File: src/rtl/alu_pkg.sv
// Shared widths, opcodes and sequencer state encoding for the ALU sequencer slice.
package alu_pkg;
   localparam int WIDTH = 8;

   localparam logic [2:0] OP_ADD = 3'd0;
   localparam logic [2:0] OP_SUB = 3'd1;
   localparam logic [2:0] OP_MUL = 3'd2;
   localparam logic [2:0] OP_DIV = 3'd3;
   localparam logic [2:0] OP_CMP = 3'd4;

   typedef enum logic [1:0] {
      IDLE = 2'd0,
      DIV  = 2'd1,
      DONE = 2'd2
   } state_t;
endpackage

File: src/rtl/alu_cells.sv
// Fixed 8-bit combinational arithmetic cells shared by the sequencer.
module Sum_cell (
   input  logic [7:0] a,
   input  logic [7:0] b,
   output logic [7:0] y
);
   assign y = a + b;
endmodule

module Minus_cell (
   input  logic [7:0] a,
   input  logic [7:0] b,
   output logic [7:0] y
);
   assign y = a - b;
endmodule

module Multiply_cell (
   input  logic [7:0]  a,
   input  logic [7:0]  b,
   output logic [15:0] y
);
   assign y = a * b;
endmodule

File: src/rtl/div_seq.sv
// Serial restoring divider: one quotient bit per clock after start.
module div_seq #(
   parameter int WIDTH = 8,
   parameter int ITERS = WIDTH
) (
   input  logic             clk,
   input  logic             rst_n,
   input  logic             start,
   input  logic [WIDTH-1:0] a,
   input  logic [WIDTH-1:0] b,
   output logic             done,
   output logic [WIDTH-1:0] quotient,
   output logic [WIDTH-1:0] remainder
);
   localparam int CW = $clog2(ITERS);

   logic [WIDTH:0]   r, r_sh, r_nxt;
   logic [WIDTH-1:0] q, q_nxt, d;
   logic [CW-1:0]    cnt;
   logic             run;

   always_comb begin
      r_sh  = {r[WIDTH-1:0], q[WIDTH-1]};
      q_nxt = {q[WIDTH-2:0], 1'b0};
      r_nxt = r_sh;
      if (r_sh >= {1'b0, d}) begin
         r_nxt    = r_sh - {1'b0, d};
         q_nxt[0] = 1'b1;
      end
   end

   // Results are the final iteration's next values, so the owner can capture
   // them on the same edge that done is seen.
   assign done      = run && (cnt == CW'(ITERS-1));
   assign quotient  = q_nxt;
   assign remainder = r_nxt[WIDTH-1:0];

   always_ff @(posedge clk or negedge rst_n) begin
      if (!rst_n) begin
         r   <= '0;
         q   <= '0;
         d   <= '0;
         cnt <= '0;
         run <= 1'b0;
      end else if (start) begin
         r   <= '0;
         q   <= a;
         d   <= b;
         cnt <= '0;
         run <= 1'b1;
      end else if (run) begin
         r   <= r_nxt;
         q   <= q_nxt;
         cnt <= cnt + 1'b1;
         if (done) run <= 1'b0;
      end
   end
endmodule

File: src/rtl/alu_seq_ctrl.sv
// Single-issue sequencer: dispatches ops to the 8-bit cells or the serial
// divider and holds the result on a valid/ready response port.
module alu_seq_ctrl
   import alu_pkg::*;
#(
   parameter int WIDTH     = alu_pkg::WIDTH,
   parameter int DIV_ITERS = WIDTH
) (
   input  logic             clk,
   input  logic             rst_n,
   input  logic             req_valid,
   output logic             req_ready,
   input  logic [2:0]       req_op,
   input  logic [WIDTH-1:0] req_a,
   input  logic [WIDTH-1:0] req_b,
   output logic             rsp_valid,
   input  logic             rsp_ready,
   output logic [WIDTH-1:0] rsp_lo,
   output logic [WIDTH-1:0] rsp_hi,
   output logic             rsp_flag,
   output logic             busy
);
   state_t state, state_nxt;

   logic             accept, div_go, div_done;
   logic [WIDTH-1:0] add_y, sub_y, div_q, div_r;
   logic [2*WIDTH-1:0] mul_y;
   logic [WIDTH-1:0] res_lo, res_hi, nxt_lo, nxt_hi;
   logic             res_flag, nxt_flag;

   Sum_cell      u_sum (.a(req_a), .b(req_b), .y(add_y));
   Minus_cell    u_sub (.a(req_a), .b(req_b), .y(sub_y));
   Multiply_cell u_mul (.a(req_a), .b(req_b), .y(mul_y));

   assign accept = req_valid && req_ready;
   assign div_go = accept && (req_op == OP_DIV) && (req_b != '0);

   div_seq #(.WIDTH(WIDTH), .ITERS(DIV_ITERS)) u_div (
      .clk      (clk),
      .rst_n    (rst_n),
      .start    (div_go),
      .a        (req_a),
      .b        (req_b),
      .done     (div_done),
      .quotient (div_q),
      .remainder(div_r)
   );

   always_ff @(posedge clk or negedge rst_n) begin
      if (!rst_n) state <= IDLE;
      else        state <= state_nxt;
   end

   always_comb begin
      state_nxt = state;
      case (state)
         IDLE:    if (accept)    state_nxt = div_go ? DIV : DONE;
         DIV:     if (div_done)  state_nxt = DONE;
         DONE:    if (rsp_ready) state_nxt = IDLE;
         default:                state_nxt = IDLE;
      endcase
   end

   always_comb begin
      req_ready = (state == IDLE);
      rsp_valid = (state == DONE);
      busy      = (state != IDLE);
   end

   // Single-cycle result; DIV by zero lands in the default flag-only path.
   always_comb begin
      nxt_lo   = '0;
      nxt_hi   = '0;
      nxt_flag = 1'b1;
      case (req_op)
         OP_ADD: begin
            nxt_lo   = add_y;
            nxt_flag = ({1'b0, req_a} + {1'b0, req_b}) > (WIDTH+1)'((1 << WIDTH) - 1);
         end
         OP_SUB: begin
            nxt_lo   = sub_y;
            nxt_flag = req_a < req_b;
         end
         OP_MUL: begin
            {nxt_hi, nxt_lo} = mul_y;
            nxt_flag         = mul_y[2*WIDTH-1:WIDTH] != '0;
         end
         OP_CMP: begin
            nxt_lo   = {{(WIDTH-1){1'b0}}, req_a == req_b};
            nxt_flag = req_a == req_b;
         end
         default: ;
      endcase
   end

   always_ff @(posedge clk or negedge rst_n) begin
      if (!rst_n) begin
         res_lo   <= '0;
         res_hi   <= '0;
         res_flag <= 1'b0;
      end else if (accept && !div_go) begin
         res_lo   <= nxt_lo;
         res_hi   <= nxt_hi;
         res_flag <= nxt_flag;
      end else if (div_done) begin
         res_lo   <= div_q;
         res_hi   <= div_r;
         res_flag <= 1'b0;
      end
   end

   assign rsp_lo   = res_lo;
   assign rsp_hi   = res_hi;
   assign rsp_flag = res_flag;
endmodule

File: config.mk
export PLATFORM = sky130hd
export DESIGN_NAME = alu_seq_ctrl
export DESIGN_NICKNAME = d
export VERILOG_FILES = /design/src/rtl/alu_pkg.sv /design/src/rtl/alu_cells.sv /design/src/rtl/div_seq.sv /design/src/rtl/alu_seq_ctrl.sv
export SDC_FILE = /design/constraint.sdc
export NUM_CORES = 1
export LEC_CHECK = 0
export CELL_PAD_IN_SITES_DETAIL_PLACEMENT = 0
export CELL_PAD_IN_SITES_GLOBAL_PLACEMENT = 1
export CORE_MARGIN = 4
export CORE_UTILIZATION = 50
export CTS_CLUSTER_DIAMETER = 80
export DETAILED_ROUTE_END_ITERATION = 10
export HOLD_SLACK_MARGIN = 0.05
export PLACE_DENSITY = 0.92
export SYNTH_ARGS = -nofsm -noshare
export SYNTH_HDL_FRONTEND = slang
export SYNTH_SLANG_ARGS = --single-unit
File: constraint.sdc
create_clock -name clk -period 7.08 [get_ports clk]
set_clock_uncertainty 0.15 [all_clocks]
set_input_delay 0.708 -clock clk [delete_from_list [all_inputs] [get_ports clk]]
set_output_delay 0.708 -clock clk [all_outputs]
set_load 0.01 [all_outputs]
After elaboration in Yosys (flattened, before gate mapping)
Cells that the tools add are included.
- multiply operators: 1
- add/sub/neg operators: 5
- reduce and logical (&&, ||, !) cells: 14
- magnitude comparators: 3
- eq/ne operators: 11
- muxes and demuxes: 25
- operator list (operator ; number):
    $mux W8 ; 10
    $pmux W8 S4 ; 1
    $mul A8 B8 Y16 ; 1
    $reduce_bool A8 Y1 ; 2
    $sub A8 B8 Y8 ; 2
    $add A8 B8 Y9 ; 1
    $ge A9 B8 Y1 ; 1
    $gt A9 B8 Y1 const B ; 1
    $add A8 B8 Y8 ; 1
    $eq A8 B8 Y1 ; 1
    $lt A8 B8 Y1 ; 1
    $mux W2 ; 4
    $eq A3 B2 Y1 const B ; 2
    $eq A3 B3 Y1 const B ; 2
    $mux W1 ; 6
    $mux W3 ; 2
    $pmux W2 S3 ; 1
    $reduce_bool A2 Y1 ; 3
    $logic_and A1 B1 Y1 ; 5
    $ne A2 B1 Y1 const B ; 2
    $pmux W1 S4 ; 1
    $add A3 B1 Y3 const B ; 1
    $eq A3 B1 Y1 const B ; 1
    $logic_not A3 Y1 ; 1
    6 further kinds ; 6
- logic and storage cells: 68
- bits of input ports: 23
- output and inout port bits: 20
- flip-flop bits (word level): 47

Longest topological paths before layout
Gate-level depths: netlist of run 1.
- word-level depth: 7
- mapped depth: 19
- gate-level depth less buffers: 18

Cells and area by module
A second synthesis of run 1 with hierarchy kept.
- cells, all modules: 706
- area total of the unflattened synthesis: 6195.9 um^2
- by module, submodules not included (module ; area an instance (um^2) ; times used ; seq. area each (um^2) ; cells an instance):
    Multiply_cell ; 2122.0 ; 1 ; 0.0 ; 243
    div_seq ; 1853.0 ; 1 ; 700.7 ; 200
    alu_seq_ctrl ; 1559.0 ; 1 ; 475.5 ; 178
    Sum_cell ; 331.6 ; 1 ; 0.0 ; 42
    Minus_cell ; 330.3 ; 1 ; 0.0 ; 43

Worst setup path before layout of run 1
Ideal clock, no wire load.
- path type: input -> register
- start point: in req_b[7]
- end point: reg res_flag, in the netlist rsp_flag
- data required time: 6.800 ns
- library setup time: 0.130 ns
- data arrival time: 4.832 ns
- stages on the path: 17
- buffers on the path: 1
- slack: 1.968 ns
- cell sequence: clkbuf_1 > nand2_1 > fa_1 > fa_1 > inv_1 > fa_1 > inv_1 > fa_1 > inv_1 > ha_1 > and3_1 > o2bb2ai_1 > o41ai_2 > mux2i_1 > nand3_1 > nor3_1 > o22ai_1
- longest elaborated chain between the ends: 5
- elaborated cells between the ends (all ways): 13
- those cells by class: 1 x add/sub; 1 x mul; 2 x order compare; 1 x eq/ne; 2 x mux; 6 x reduce/logical
- RTL lines (what ; line ; RTL):
    start: declaration ; alu_seq_ctrl.sv:15 ; input logic [WIDTH-1:0] req_b,
    parallel branches: the longest is 5 deep, another holds $mul A8 B8 Y16 ; -- ;
    end signal: assignment ; alu_seq_ctrl.sv:104 ; res_flag <= nxt_flag;
    end: declaration ; alu_seq_ctrl.sv:29 ; logic res_flag, nxt_flag;
Parallel ways; which one is timed is not known.
A chain may end at the register's enable or synchronous reset.

Final worst setup path of run 1
- start point: in req_a[1]
- end point: reg res_flag, in the netlist rsp_flag
- longest elaborated chain between the ends: 4
- elaborated cells between the ends (all ways): 8
- those cells by class: 1 x add/sub; 1 x mul; 2 x order compare; 1 x eq/ne; 2 x mux; 1 x reduce/logical
- RTL lines (what ; line ; RTL):
    start: declaration ; alu_seq_ctrl.sv:14 ; input logic [WIDTH-1:0] req_a,
    $mul A8 B8 Y16 / $add A8 B8 Y9 (equally long branches) ; alu_cells.sv:23, alu_seq_ctrl.sv:78 ;
    $reduce_bool A8 Y1 / $gt A9 B8 Y1 (equally long branches) ; alu_seq_ctrl.sv:86, alu_seq_ctrl.sv:78 ;
    $pmux W1 S4 * ; alu_seq_ctrl.sv:75 ; case (req_op)
    $mux W1 * ; alu_seq_ctrl.sv:101 ; end else if (accept && !div_go) begin
Every way passes the cells marked *; elsewhere a longest branch is shown, timed or not.

==> results of run 1 <==
## critical path: cells and delay by family
family | cells | cell delay [ns]
buffers and inverters | 4 | 0.99
and+or+nand+nor | 4 | 0.66
adders and majority gates | 5 | 2.46
muxes | 1 | 0.31
AOI/OAI and AO/OA | 3 | 0.60
## state kept, by name (all words and copies together), names as in the netlist
| name | flops |
|---|---|
| u_div.cnt | 3 |
| u_div.r | 8 |
| u_div.q | 8 |
| u_div.d | 8 |
| rsp_lo | 8 |
| state | 2 |
| u_div.run | 1 |
| rsp_flag | 1 |
| rsp_hi | 8 |
## cell type report
class                      instances  area (um^2)  area share (%)
multi-input combinational        493         3940            64.2
sequential                        47         1180            19.2
timing repair buffer              43          423            6.90
inverter                          79          297            4.84
tap                              140          175            2.86
clock buffer                       6         82.6            1.35
clock inverter                     2         38.8           0.633
## stage by stage
step                instance area [um^2]  std cells  setup slack [ns]  hold slack, ns  total power [mW]
finish                              6130        810              1.37           0.375              2.03
global route                        6130        810              1.07           0.396              2.22
CTS                                 6130        810              1.38           0.379              2.02
detailed placement                  6010        802              1.05           0.356              1.81
global placement                    6010        802              1.16           0.346              1.76
floorplan                           5520        646              1.97           0.262              1.44
## how the worst max path moves through the flow
stage | slack [ns] | cells past startpoint | start | endpoint
after global routing | 1.07 | 17 | req_a[1] | rsp_flag$_DFFE_PN0P_
after global placement | 1.16 | 17 | req_a[1] | rsp_flag$_DFFE_PN0P_
after detailed placement | 1.05 | 17 | req_a[1] | rsp_flag$_DFFE_PN0P_
after floorplan | 1.97 | 17 | req_b[7] | rsp_flag$_DFFE_PN0P_
final | 1.37 | 17 | req_a[1] | rsp_flag$_DFFE_PN0P_
after CTS | 1.38 | 17 | req_a[1] | rsp_flag$_DFFE_PN0P_
## layout by cell type, fill, tap and decap left out, types with 14 or more instances in the layout
cell | synthesis | final
o21ai_1 | 22 | 22
dfrtp_1 | 47 | 47
o21ai_0 | 29 | 29
nor2_1 | 55 | 55
fa_1 | 39 | 39
and2_1 | 43 | 43
xnor2_1 | 14 | 14
a21oi_1 | 29 | 29
inv_1 | 78 | 78
clkdlybuf4s50_1 | 0 | 41
mux2i_1 | 26 | 26
nand2_1 | 49 | 49
ha_1 | 62 | 62
## kinds of logic (layout without fill, tap and decap cells)
logic type / after synthesis / in the layout / share of synthesized area, %
simple gates: 194 / 194 / 17.3
compound gates: 149 / 149 / 17.2
buf+inv: 106 / 130 / 7.35
fa+ha+maj: 101 / 101 / 28.2
flops: 47 / 47 / 21.3
mux: 29 / 29 / 5.40
xor+xnor: 20 / 20 / 3.17
## power by group through the flow
stage	clock, mW	sequential [mW]	combinational (mW)
after floorplan	0	0.472	0.969
after global placement	0	0.497	1.26
after detailed placement	0	0.501	1.30
after CTS	0.214	0.496	1.31
after global routing	0.227	0.516	1.48
final	0.214	0.498	1.31
## metal layers
layer / GRT usage [%] / part of all wire (%)
met2: 39.1 / 47
met1: 34.2 / 45
met4: 5.45 / 1.8
met5: 0 / 0
met3: 2.46 / 5.7
==> results.cfg, run 1 <==
[outcome]
run_status = completed

[flow_run]
cap_viol_max_count = 0

[timing]
maxSlewHeadroom_pct = 21.1
finalWorstPathRequiredPeriod_ns = 5.71
period_share_pct = 80.6
endpoints_failing_hold = 0
fin_setup_tns_ns = 0
rsz0062_at_grt = false
slew_violations = 0
worst_pin_slew_ns = 1.18
finalSetupViolations = 0
maxClockFrequency_ghz = 0.175

[place]
routabilityCongestion = 0.949
port_buffers = 42
detailed_placement_wirelength_estimate_um = 11400

[synthesis]
synth_cells = 646
syn-num-nets = 770
synth_area_leaders = dfrtp_1 (21%), fa_1 (14%), ha_1 (14%), inv_1 (5.3%), and2_1 (4.9%)
most_used_standard_cell_by_instance_count_after_synthesis = inv_1
async_reset_ff_share_pct = 100
syn_avg_cell_area_um2 = 8.54
yosysWarningCount = 0
synth_enable_flop_cells = 0
yosysSeqAreaShare_pct = 21.3
dominantRegCellSynth = dfrtp_1
yosys-top-cells-count = inv_1 (78), ha_1 (62), nor2_1 (55), nand2_1 (49), dfrtp_1 (47)
synthDistinctLibCells = 57
synth_top_cell_by_area = dfrtp_1
netlist.area_leader.share_pct = 21.3
post_synth_instance_area_um2 = 5520
ys_seq_elements = 47

[clock_network]
tritoncts_num_sinks = 47
cts_tree = built
cts-root-to-sink-buffers = 2
clk_latency_ns = 0.31
tritoncts.num_buffers = 5
clkSlewWorstSetupHoldPaths_ns = 0.10
clock_tree.root_cell = clkbuf_8
cts_post_setup_buffers_inserted = 0
clock_tree.htree_level_count = 2
postCtsResizedCells = 0
cts_hold_buffers = 0

[worst_setup_path]
critical_path.max_stage_delay_ns = 0.84
timing.critical_path.mode_cell = fa_1
worst-path-max-fanout = 12
setup.worst_path.start_class = input port
crit_chain = clkdlybuf4s50_1 > nand2_1 > fa_1 > fa_1 > inv_1 > fa_1 > inv_1 > fa_1 > inv_1 > ha_1 > and3_1 > o2bb2ai_1 > o41ai_2 > mux2i_1 > nand3_1 > nor3_1 > o22ai_1
worst-r2r-setup-slack_ns = 3.90
crit_slowest_cell = clkdlybuf4s50_1
critical_path_required_ns = 7.12
timing.setup.critical_path_class = input port to flip-flop
critical_path_capture_point_type = flip-flop
critical_path_arrival_ns = 5.75
critical_register_to_register_path_endpoint = rsp_lo[7]$_DFFE_PN0P_
timing.rr.start = u_div.run$_DFF_PN0_
ff2ff_path_depth = 5

[pwr]
relative_contribution_of_the_clock_network_to_total_power_pct = 10.6
combinational_share_of_power_pct = 64.8
cellPowerDensity_nw_per_um2 = 330
switching_power_mw = 0.916
internal-power_mw = 1.11
leakagePower_nw = 2.91
switching_share_pct = 45.2
vdd_ir_drop_max_mv = 0.248
power.sequential.fraction_pct = 24.6

[die]
dieWidth_um = 113
floorplan.core_area_um2 = 10800
die_height_um = 113
std_cell_rows = 38
start_util_pct = 50.9
die-area_um2 = 12800
num_io_pins = 43

[drt]
drt_iter0_drc = 280
routedWlPerCell_um = 17.9
vias = 4750
drt_pre_antenna_iters = 5
remaining_drc_errors = 0
drtAntennaViolNets = 0
routed_via_density = 5.86
drt-total-wl_um = 14500

[layout]
diodes = 0
drive_above_1_share_pct = 2.54
syn_to_final_growth_pct = 11.1
fin_nets = 793
fill_cells = 1005
postLayoutCoreUtil_pct = 56.5

[hold_path]
holdPathStages = 1
timing.hold.worst.class = flip-flop to flip-flop
whs_endpoint = rsp_hi[6]$_DFFE_PN0P_
hold_start = rsp_hi[6]$_DFFE_PN0P_

[global_routing]
antenna_violations_before_repair = 0
gr-total-overflow = 0
grt_util_all_layers_pct = 23.8
first_pass_grt_wire_length_um = 24700
maximum_number_of_pins_on_one_net_before_global_route_repair = 48
grt_pass1_vias = 4937
Note: power is estimated with default switching activity, not from simulation.
==> inputs of run 2 (changes only) <==
Settings changed: CORE_UTILIZATION 50 to 42, PLACE_DENSITY 0.92 to 0.83.
Clock period 7.08 ns to 5.1 ns, I/O delays scaled along.
==> run 2 against run 1 <==
  * Power up 61%
  * Sequential power up 32%
  * Die area up 18%
  * Combinational power up 72%
  * Critical endpoint is now rsp_hi[7]$_DFFE_PN0P_
==> results.cfg, run 2 (same netlist as run 1, synthesis figures left out) <==
[outcome]
run_status = completed

[global_routing]
grt_pass1_vias = 5016
grt_util_all_layers_pct = 21.3
maximum_number_of_pins_on_one_net_before_global_route_repair = 48
first_pass_grt_wire_length_um = 25300
antenna_violations_before_repair = 0
gr-total-overflow = 0

[pwr]
power.sequential.fraction_pct = 20.2
relative_contribution_of_the_clock_network_to_total_power_pct = 10.7
vdd_ir_drop_max_mv = 0.213
internal-power_mw = 1.86
combinational_share_of_power_pct = 69.1
cellPowerDensity_nw_per_um2 = 482
switching_power_mw = 1.40
switching_share_pct = 43.0
leakagePower_nw = 3.28

[worst_setup_path]
crit_slowest_cell = fa_1
ff2ff_path_depth = 8
setup.worst_path.start_class = input port
critical_path_capture_point_type = flip-flop
critical_register_to_register_path_endpoint = rsp_hi[4]$_DFFE_PN0P_
crit_chain = dlygate4sd2_1 > and2_1 > fa_1 > fa_1 > fa_1 > inv_1 > fa_1 > inv_1 > ha_4 > and3_1 > o2bb2ai_2 > o31ai_1 > a32oi_1 > xnor2_2 > nand2_1 > a21oi_1
timing.setup.critical_path_class = input port to flip-flop
worst-r2r-setup-slack_ns = 2.27
timing.critical_path.mode_cell = fa_1
timing.rr.start = u_div.r[1]$_DFFE_PN0P_
critical_path_arrival_ns = 4.93
cp-startpoint = req_a[3]
critical_path.max_stage_delay_ns = 0.56
worst-path-max-fanout = 6
critical_path_required_ns = 5.17

[drt]
drtAntennaViolNets = 0
drt_pre_antenna_iters = 5
drt_iter0_drc = 345
vias = 4936
remaining_drc_errors = 0
drt-total-wl_um = 15500
routedWlPerCell_um = 17.2
routed_via_density = 5.47

[die]
die-area_um2 = 15000
dieWidth_um = 123
floorplan.core_area_um2 = 12700
start_util_pct = 43.4
std_cell_rows = 41
num_io_pins = 43
die_height_um = 123

[layout]
syn_to_final_growth_pct = 22.5
drive_above_1_share_pct = 12.9
layout_commonest_cell = inv_1
fill_cells = 1227
layout_common_cells = inv_1 (78), buf_4 (58), ha_1 (57), nor2_1 (54), nand2_1 (48)
diodes = 0
post_layout_nonfiller_instances = 902
fin_nets = 853

[timing]
period_share_pct = 95.3
finalWorstPathRequiredPeriod_ns = 4.86
maxClockFrequency_ghz = 0.206
fin_setup_tns_ns = 0
hold_slack_ns = 0.262
endpoints_failing_hold = 0
slew_violations = 0
maxSlewHeadroom_pct = 29.5
finalSetupViolations = 0
worst_pin_slew_ns = 1.06
rsz0062_at_grt = false

[place]
dpl.cell_count = 891
port_buffers = 42
detailed_placement_wirelength_estimate_um = 12500
routabilityCongestion = 0.895

[clock_network]
clock_tree.htree_level_count = 2
cts_tree = built
cts-root-to-sink-buffers = 2
clkSlewWorstSetupHoldPaths_ns = 0.06
clk_latency_ns = 0.29
tritoncts_num_sinks = 47
cts_hold_buffers = 0
clock_tree.root_cell = clkbuf_16
tritoncts.num_buffers = 5

[hold_path]
timing.hold.worst.class = input port to async pin

[flow_run]
cap_viol_max_count = 0
run 2: changes by cell type in the layout (fill, tap and decap cells not counted), moves of 2 or more:
cell / before / now
clkdlybuf4s50_1: 41 / 27
ha_4: 0 / 3
a211oi_1: 10 / 8
clkdlybuf4s15_1: 0 / 2
ha_1: 62 / 57
buf_4: 1 / 58
buf_6: 0 / 3
dlymetal6s2s_1: 0 / 4
clkbuf_2: 0 / 3
clkbuf_8: 6 / 2
dlygate4sd2_1: 0 / 5
a211oi_2: 0 / 2
ha_2: 0 / 2
clkbuf_16: 0 / 5
run 2: worst max-delay path, delay by kind of cell:
family | cells | cell delay, ns
compound gates | 4 | 0.81
fa+ha+maj | 5 | 2.32
simple gates | 3 | 0.53
xor+xnor | 1 | 0.31
buf+inv | 3 | 0.43
run 2: cell type report:
class / instances / area (um^2) / share of cell area [%]
multi-input combinational: 493 / 4040 / 59.8
sequential: 47 / 1180 / 17.4
tap: 172 / 215 / 3.18
inverter: 79 / 297 / 4.39
clock buffer: 8 / 156 / 2.31
timing repair buffer: 103 / 873 / 12.9
run 2: timing repair:
item	CTS	global route
pin swaps	4	13
endpoints found under the setup margin	4	5
setup buffers	1	2
hold endpoints to repair	0	0
resized for setup	12	31
run 2: power groups by stage:
stage | Sequential, mW | Combinational [mW] | Clock, mW
finish | 0.659 | 2.25 | 0.347
global route | 0.680 | 2.49 | 0.371
CTS | 0.658 | 2.14 | 0.350
floorplan | 0.655 | 1.35 | 0
global placement | 0.658 | 2.06 | 0
detailed placement | 0.664 | 2.12 | 0
run 2: layer usage:
| layer | vias to the layer above | GRT usage, % | wire, um |
|---|---|---|---|
| li1 | 2362 | - | - |
| met1 | 2430 | 28.9 | 7010 |
| met2 | 122 | 36.7 | 7620 |
| met3 | 22 | 1.75 | 627 |
| met4 | 0 | 5.60 | 286 |
| met5 | - | 0 | 0 |
run 2: worst max path at each step:
stage	to
6_report	rsp_hi[7]$_DFFE_PN0P_
5_1_grt	rsp_flag$_DFFE_PN0P_
4_1_cts	rsp_flag$_DFFE_PN0P_
3_5_place_dp	rsp_flag$_DFFE_PN0P_
3_3_place_gp	rsp_hi[7]$_DFFE_PN0P_
2_1_floorplan	rsp_flag$_DFFE_PN0P_
run 2: per-stage QoR:
stage          worst slack [ns]  util, %  power, mW  area (um^2)
4_1_cts                  0.0126     52.2       3.15         6640
3_5_place_dp             -0.385     50.9       2.79         6470
5_1_grt                  0.0171     53.1       3.55         6760
3_3_place_gp             -0.281     50.9       2.72         6470
6_report                  0.237     53.1       3.26         6760
2_1_floorplan             0.186        -       2.00         5520
